### src/rtl/pipelined_fetch_unit.sv
// Instruction-fetch stage. It owns the program counter, drives the
// instruction-memory word address, and captures {pc, instruction} into the
// IF/ID pipeline register.
// A downstream branch redirect flushes the IF/ID register and wins over a
// decode stall. A saturating counter records how many instructions entered
// IF/ID.
module pipelined_fetch_unit #(
    parameter int              PC_W     = 64,
    parameter int              IM_AW    = 9,
    parameter logic [PC_W-1:0] RESET_PC = '0,
    parameter int              CNT_W    = 32,
    parameter logic [31:0]     NOP_INST = 32'hD503201F
) (
    input  logic             clk,
    input  logic             rst,
    input  logic             stall,
    input  logic             br_taken,
    input  logic [PC_W-1:0]  br_target,
    input  logic [31:0]      inst_in,
    output logic [IM_AW-1:0] im_addr,
    output logic [PC_W-1:0]  pc,
    output logic [PC_W-1:0]  ifid_pc,
    output logic [31:0]      ifid_inst,
    output logic             ifid_valid,
    output logic             misalign,
    output logic [CNT_W-1:0] fetch_cnt
);

    // The low two bits are forced clear so that a careless RESET_PC can never
    // start fetching from a misaligned address.
    localparam logic [PC_W-1:0] RESET_PC_ALIGNED = {RESET_PC[PC_W-1:2], 2'b00};
    localparam logic [PC_W-1:0] PC_STEP          = PC_W'(4);
    localparam logic [CNT_W-1:0] CNT_ONE         = CNT_W'(1);
    localparam logic [CNT_W-1:0] CNT_MAX         = '1;

    logic [PC_W-1:0]  pc_q,         pc_d;
    logic [PC_W-1:0]  ifid_pc_q,    ifid_pc_d;
    logic [31:0]      ifid_inst_q,  ifid_inst_d;
    logic             ifid_valid_q, ifid_valid_d;
    logic             misalign_q,   misalign_d;
    logic [CNT_W-1:0] fetch_cnt_q,  fetch_cnt_d;

    // Word address into the instruction memory. A PC beyond the memory simply
    // aliases onto its low word bits, and no error is raised.
    assign im_addr = pc_q[IM_AW+1:2];

    // Next-state selection. The priority order is redirect, then stall, then
    // a normal sequential fetch.
    always_comb begin
        pc_d         = pc_q;
        ifid_pc_d    = ifid_pc_q;
        ifid_inst_d  = ifid_inst_q;
        ifid_valid_d = ifid_valid_q;
        fetch_cnt_d  = fetch_cnt_q;
        misalign_d   = 1'b0;

        if (br_taken) begin
            // On a redirect, the target is word-aligned before use.
            // The instruction already in IF/ID is on the wrong path, so it
            // is replaced by a bubble.
            pc_d         = {br_target[PC_W-1:2], 2'b00};
            ifid_pc_d    = '0;
            ifid_inst_d  = NOP_INST;
            ifid_valid_d = 1'b0;
            misalign_d   = |br_target[1:0];
        end else if (!stall) begin
            // The PC wraps modulo 2**PC_W without any indication.
            pc_d         = pc_q + PC_STEP;
            ifid_pc_d    = pc_q;
            ifid_inst_d  = inst_in;
            ifid_valid_d = 1'b1;
            if (fetch_cnt_q != CNT_MAX) begin
                fetch_cnt_d = fetch_cnt_q + CNT_ONE;
            end
        end
    end

    // Fetch state registers, with asynchronous return to the reset state.
    always_ff @(posedge clk or posedge rst) begin
        if (rst) begin
            pc_q         <= RESET_PC_ALIGNED;
            ifid_pc_q    <= '0;
            ifid_inst_q  <= NOP_INST;
            ifid_valid_q <= 1'b0;
            misalign_q   <= 1'b0;
            fetch_cnt_q  <= '0;
        end else begin
            pc_q         <= pc_d;
            ifid_pc_q    <= ifid_pc_d;
            ifid_inst_q  <= ifid_inst_d;
            ifid_valid_q <= ifid_valid_d;
            misalign_q   <= misalign_d;
            fetch_cnt_q  <= fetch_cnt_d;
        end
    end

    assign pc         = pc_q;
    assign ifid_pc    = ifid_pc_q;
    assign ifid_inst  = ifid_inst_q;
    assign ifid_valid = ifid_valid_q;
    assign misalign   = misalign_q;
    assign fetch_cnt  = fetch_cnt_q;

endmodule

### config.mk
export PLATFORM = sky130hd
export DESIGN_NAME = pipelined_fetch_unit
export DESIGN_NICKNAME = d
export VERILOG_FILES = /design/src/rtl/pipelined_fetch_unit.sv
export SDC_FILE = /design/constraint.sdc
export NUM_CORES = 1
export LEC_CHECK = 0
export ABC_CLOCK_PERIOD_IN_PS = 8100
export CAP_MARGIN = 20
export CORE_MARGIN = 5
export CORE_UTILIZATION = 45
export DETAILED_ROUTE_END_ITERATION = 12
export GPL_TIMING_DRIVEN = 0
export PLACE_DENSITY = 0.79
export SYNTH_ARGS = -nofsm -noshare
export SYNTH_HDL_FRONTEND = slang
export SYNTH_SLANG_ARGS = --single-unit
### constraint.sdc
create_clock -name clk -period 8.1 [get_ports clk]
set_input_delay 1.215 -clock clk [delete_from_list [all_inputs] [get_ports clk]]
set_output_delay 1.215 -clock clk [all_outputs]
set_load 0.01 [all_outputs]
==> qor.csv <==
stage,metric,value,unit
status,status,completed,
route,first-pass iteration count of the detailed router,6,
min_path,Hold EP,fetch_cnt[7],
critical_path,WP data arrival,4.08,ns
critical_path,CP Launch Point,stall,
synthesis,Post-synth EDFFs,0,
min_path,hold path depth,1,
clock_network,CTS Sinks,191,
critical_path,worst r2r src,pc[2],
synthesis,area share of the largest cell type after synthesis,48.40,%
synthesis,post-synthesis instance area,9203,µm²
power_and_ir_drop,PwrDens,182.4,nW/µm²
sta,min Tclk post-route,3.784,ns
clock_network,post-CTS sizing,0,
min_path,Hold WC Path Type,register to register,
critical_path,WP data required,8.40,ns
synthesis,Synth cell types,48,
synthesis,"top cells by area, synth","dfrtp_1, mux2i_1, nor2_1",
sta,Worst-Margin Slew,0.8807,ns
power_and_ir_drop,Combinational Power Share,19.3,%
placed_design,gpl congestion,0.8791,
final_layout,share of cells above drive strength 1,5.636,%
critical_path,CP startpoint kind,input port,
route,Iter 0 DRT Violations,486,
critical_path,FF-to-FF End,pc[48],
final_layout,area delta synth->final,42.69,%
placed_design,DP Wirelength,21.91,mm
route,final wirelength,29.34,mm
grt,gr ovfl total,0,
route,post-route ant nets,0,
critical_path,"critical path fanouts, max",10,
clock_network,Clock Tree Buf Depth,2,
power_and_ir_drop,net switching power,0.6997,mW
power_and_ir_drop,total internal power,1.695,mW
grt,met2 Use GR,40.34,%
synthesis,Yosys reg bits,191,
sta,max-slew violation count,0,
clock_network,Post CTS Setup Buffer Count,0,
synthesis,most frequent cells after synthesis,"dfrtp_1, nor2_1, mux2i_1",
synthesis,Mean Syn Cell Area,10.13,µm²
floorplan,Die W,153.0,µm
grt,met1 Use GR,31.85,%
clock_network,# H-tree levels,4,
floorplan,core box area,20170,µm²
grt,pin count of the biggest net entering global routing,132,
synthesis,top_reg_cell synth,dfrtp_1,
power_and_ir_drop,Max rail drop VDD,152.0,µV
sta,skew final,0.01229,ns
final_layout,Final Core Density,65.11,%
synthesis,"count leader, synth",dfrtp_1,
floorplan,Starting Density,45.63,%
placed_design,port bufs,299,
sta,Final Hold Vio Count,0,
floorplan,# IOs,303,
grt,GR peak layer,met2,
floorplan,Rows,52,
grt,total global-route track usage,24.74,%
power_and_ir_drop,Sequential Power Share,46.9,%
final_layout,Nets,1331,
sta,relative slew slack,41.29,%
clock_network,CTS Buf Count,17,
critical_path,worst reg2reg path depth,7,
grt,vias in the first global route,8329,
synthesis,synth warn,0,
power_and_ir_drop,share of total power in the clock network,33.8,%
synthesis,register area share after synthesis,52.11,%
route,WL per Instance,19.39,µm
final_layout,# fillers,1659,
synthesis,Cells after Synth,908,
clock_network,worst skew pair latency,0.44,ns
clock_network,CTS tree,done,
sta,endpoints failing setup,0,
clock_network,cts hold-fix bufs,0,
power_and_ir_drop,Leak Pwr,5.534,nW
critical_path,reg2reg setup slack,5.13,ns
sta,unrepaired setup endpoints after global routing,no,
floorplan,Die H,153.0,µm
final_layout,Sequential Area,4796,µm²
grt,grt met3 use,6.899,%
route,DR vias/cell,5.492,
final_layout,area occupied by multi-input gates,4054,µm²
power_and_ir_drop,total power draw,2.395,mW
grt,first-pass GRT wire length,46.35,mm
synthesis,asr flop ratio synth,100.0,%
flow_run,Max Cap Viol,0,
synthesis,Yosys top cell by area,dfrtp_1,
route,Vias,8309,
final_layout,Post-Layout Cell Count,1513,
floorplan,area of the die,23410,µm²
critical_path,CP Class,input port to register,
sta,fmax,0.2643,GHz
power_and_ir_drop,Sw Share,29.22,%
grt,antenna violations before repair,2,
critical_path,Setup crit end kind,register,
min_path,worst hold start,fetch_cnt[7],
sta,Final period util,46.72,%
clock_network,Root Driver,clkbuf_16,
placed_design,Placed Instances,1479,
route,DRC,0,
clock_network,Clock Pin Slew Worst Setup and Hold Paths,0.07,ns
[flip-flops by register name, indices dropped and copies added, names as in the netlist]
signal / flops
ifid_pc: 63
pc: 62
fetch_cnt: 32
ifid_inst: 32
ifid_valid: 1
misalign: 1
[layout make-up]
type | instances | share of cell area (%)
Multi-Input combinational cell | 639 | 30.87
Tap cell | 270 | 2.573
Timing Repair Buffer | 301 | 23.04
Clock inverter | 13 | 0.9052
Clock buffer | 19 | 3.297
Sequential cell | 191 | 36.52
Buffer | 63 | 2.258
Antenna cell | 1 | 0.01906
Inverter | 16 | 0.5145
[metal layers]
layer  part of all wire (%)  wire [µm]
met5                  0.044         13
met3                    8.6       2529
met1                     41      12030
met2                     48      13950
met4                    2.8        828
[worst max-delay path by stage]
stage,to,cells after the start
finish,ifid_pc[61],6
global route,ifid_pc[60],6
CTS,ifid_pc[61],6
detailed placement,ifid_pc[61],6
global placement,ifid_pc[53],2
floorplan,fetch_cnt[0],1
[power groups by stage]
stage          Combinational (mW)  Clock (mW)  Sequential, mW
2_1_floorplan               0.170           0            1.15
3_3_place_gp                0.455           0            1.13
3_5_place_dp                0.465           0            1.14
4_1_cts                     0.467       0.822            1.12
5_1_grt                     0.501       0.869            1.14
6_report                    0.463       0.809            1.12
[placed cells by master (no fill, tap or decap), types with 4 or more instances in the layout]
cell | Yosys | final
and4_1 | 16 | 16
clkbuf_1 | 46 | 48
xor2_1 | 17 | 17
and3_1 | 17 | 17
nor2_1 | 116 | 116
inv_1 | 16 | 15
nand2_1 | 86 | 86
nand4b_1 | 4 | 4
nand4_1 | 29 | 29
xnor2_1 | 47 | 47
inv_8 | 0 | 4
dfstp_2 | 13 | 13
and2_1 | 9 | 9
dfrtp_1 | 178 | 178
clkbuf_16 | 0 | 17
mux2i_1 | 95 | 95
nand3_1 | 35 | 35
o31ai_1 | 10 | 10
or3_1 | 13 | 13
a21oi_1 | 4 | 4
nor3_1 | 17 | 17
inv_6 | 0 | 5
clkdlybuf4s50_1 | 0 | 299
or4_1 | 16 | 16
buf_4 | 12 | 12
nor4_1 | 7 | 7
a31oi_1 | 20 | 20
o21ai_0 | 41 | 41
[through the flow]
step | area, µm² | TNS, ns | setup WS, ns | hold slack [ns]
final | 13130 | 0 | 4.316 | 0.4976
after CTS | 13120 | 0 | 4.307 | 0.4954
after global placement | 12540 | -163.19 | -0.9350 | 0.4784
after global routing | 13130 | 0 | 4.121 | 0.5060
after floorplan | 9206 | 0 | 1.708 | 0.5190
after detailed placement | 12570 | 0 | 3.865 | 0.4801
[cells by family after synthesis]
family          count (synthesis)  share of synthesized area (%)
simple gates                  383                          20.98
flops                         191                          52.11
mux                            97                          10.58
compound gates                 91                          6.050
buf+inv                        79                          3.875
xor+xnor                       64                          6.091
fa+ha+maj                       2                         0.2719
other cells                     1                        0.04075
[worst max-delay path, cell delays in order]
cell             delay, ns
clkdlybuf4s50_1       0.51
clkbuf_1              0.57
clkbuf_1              0.73
buf_1                 0.72
mux2i_1               0.27
nor2_1                0.05
Power figures use the tool's default switching activity.
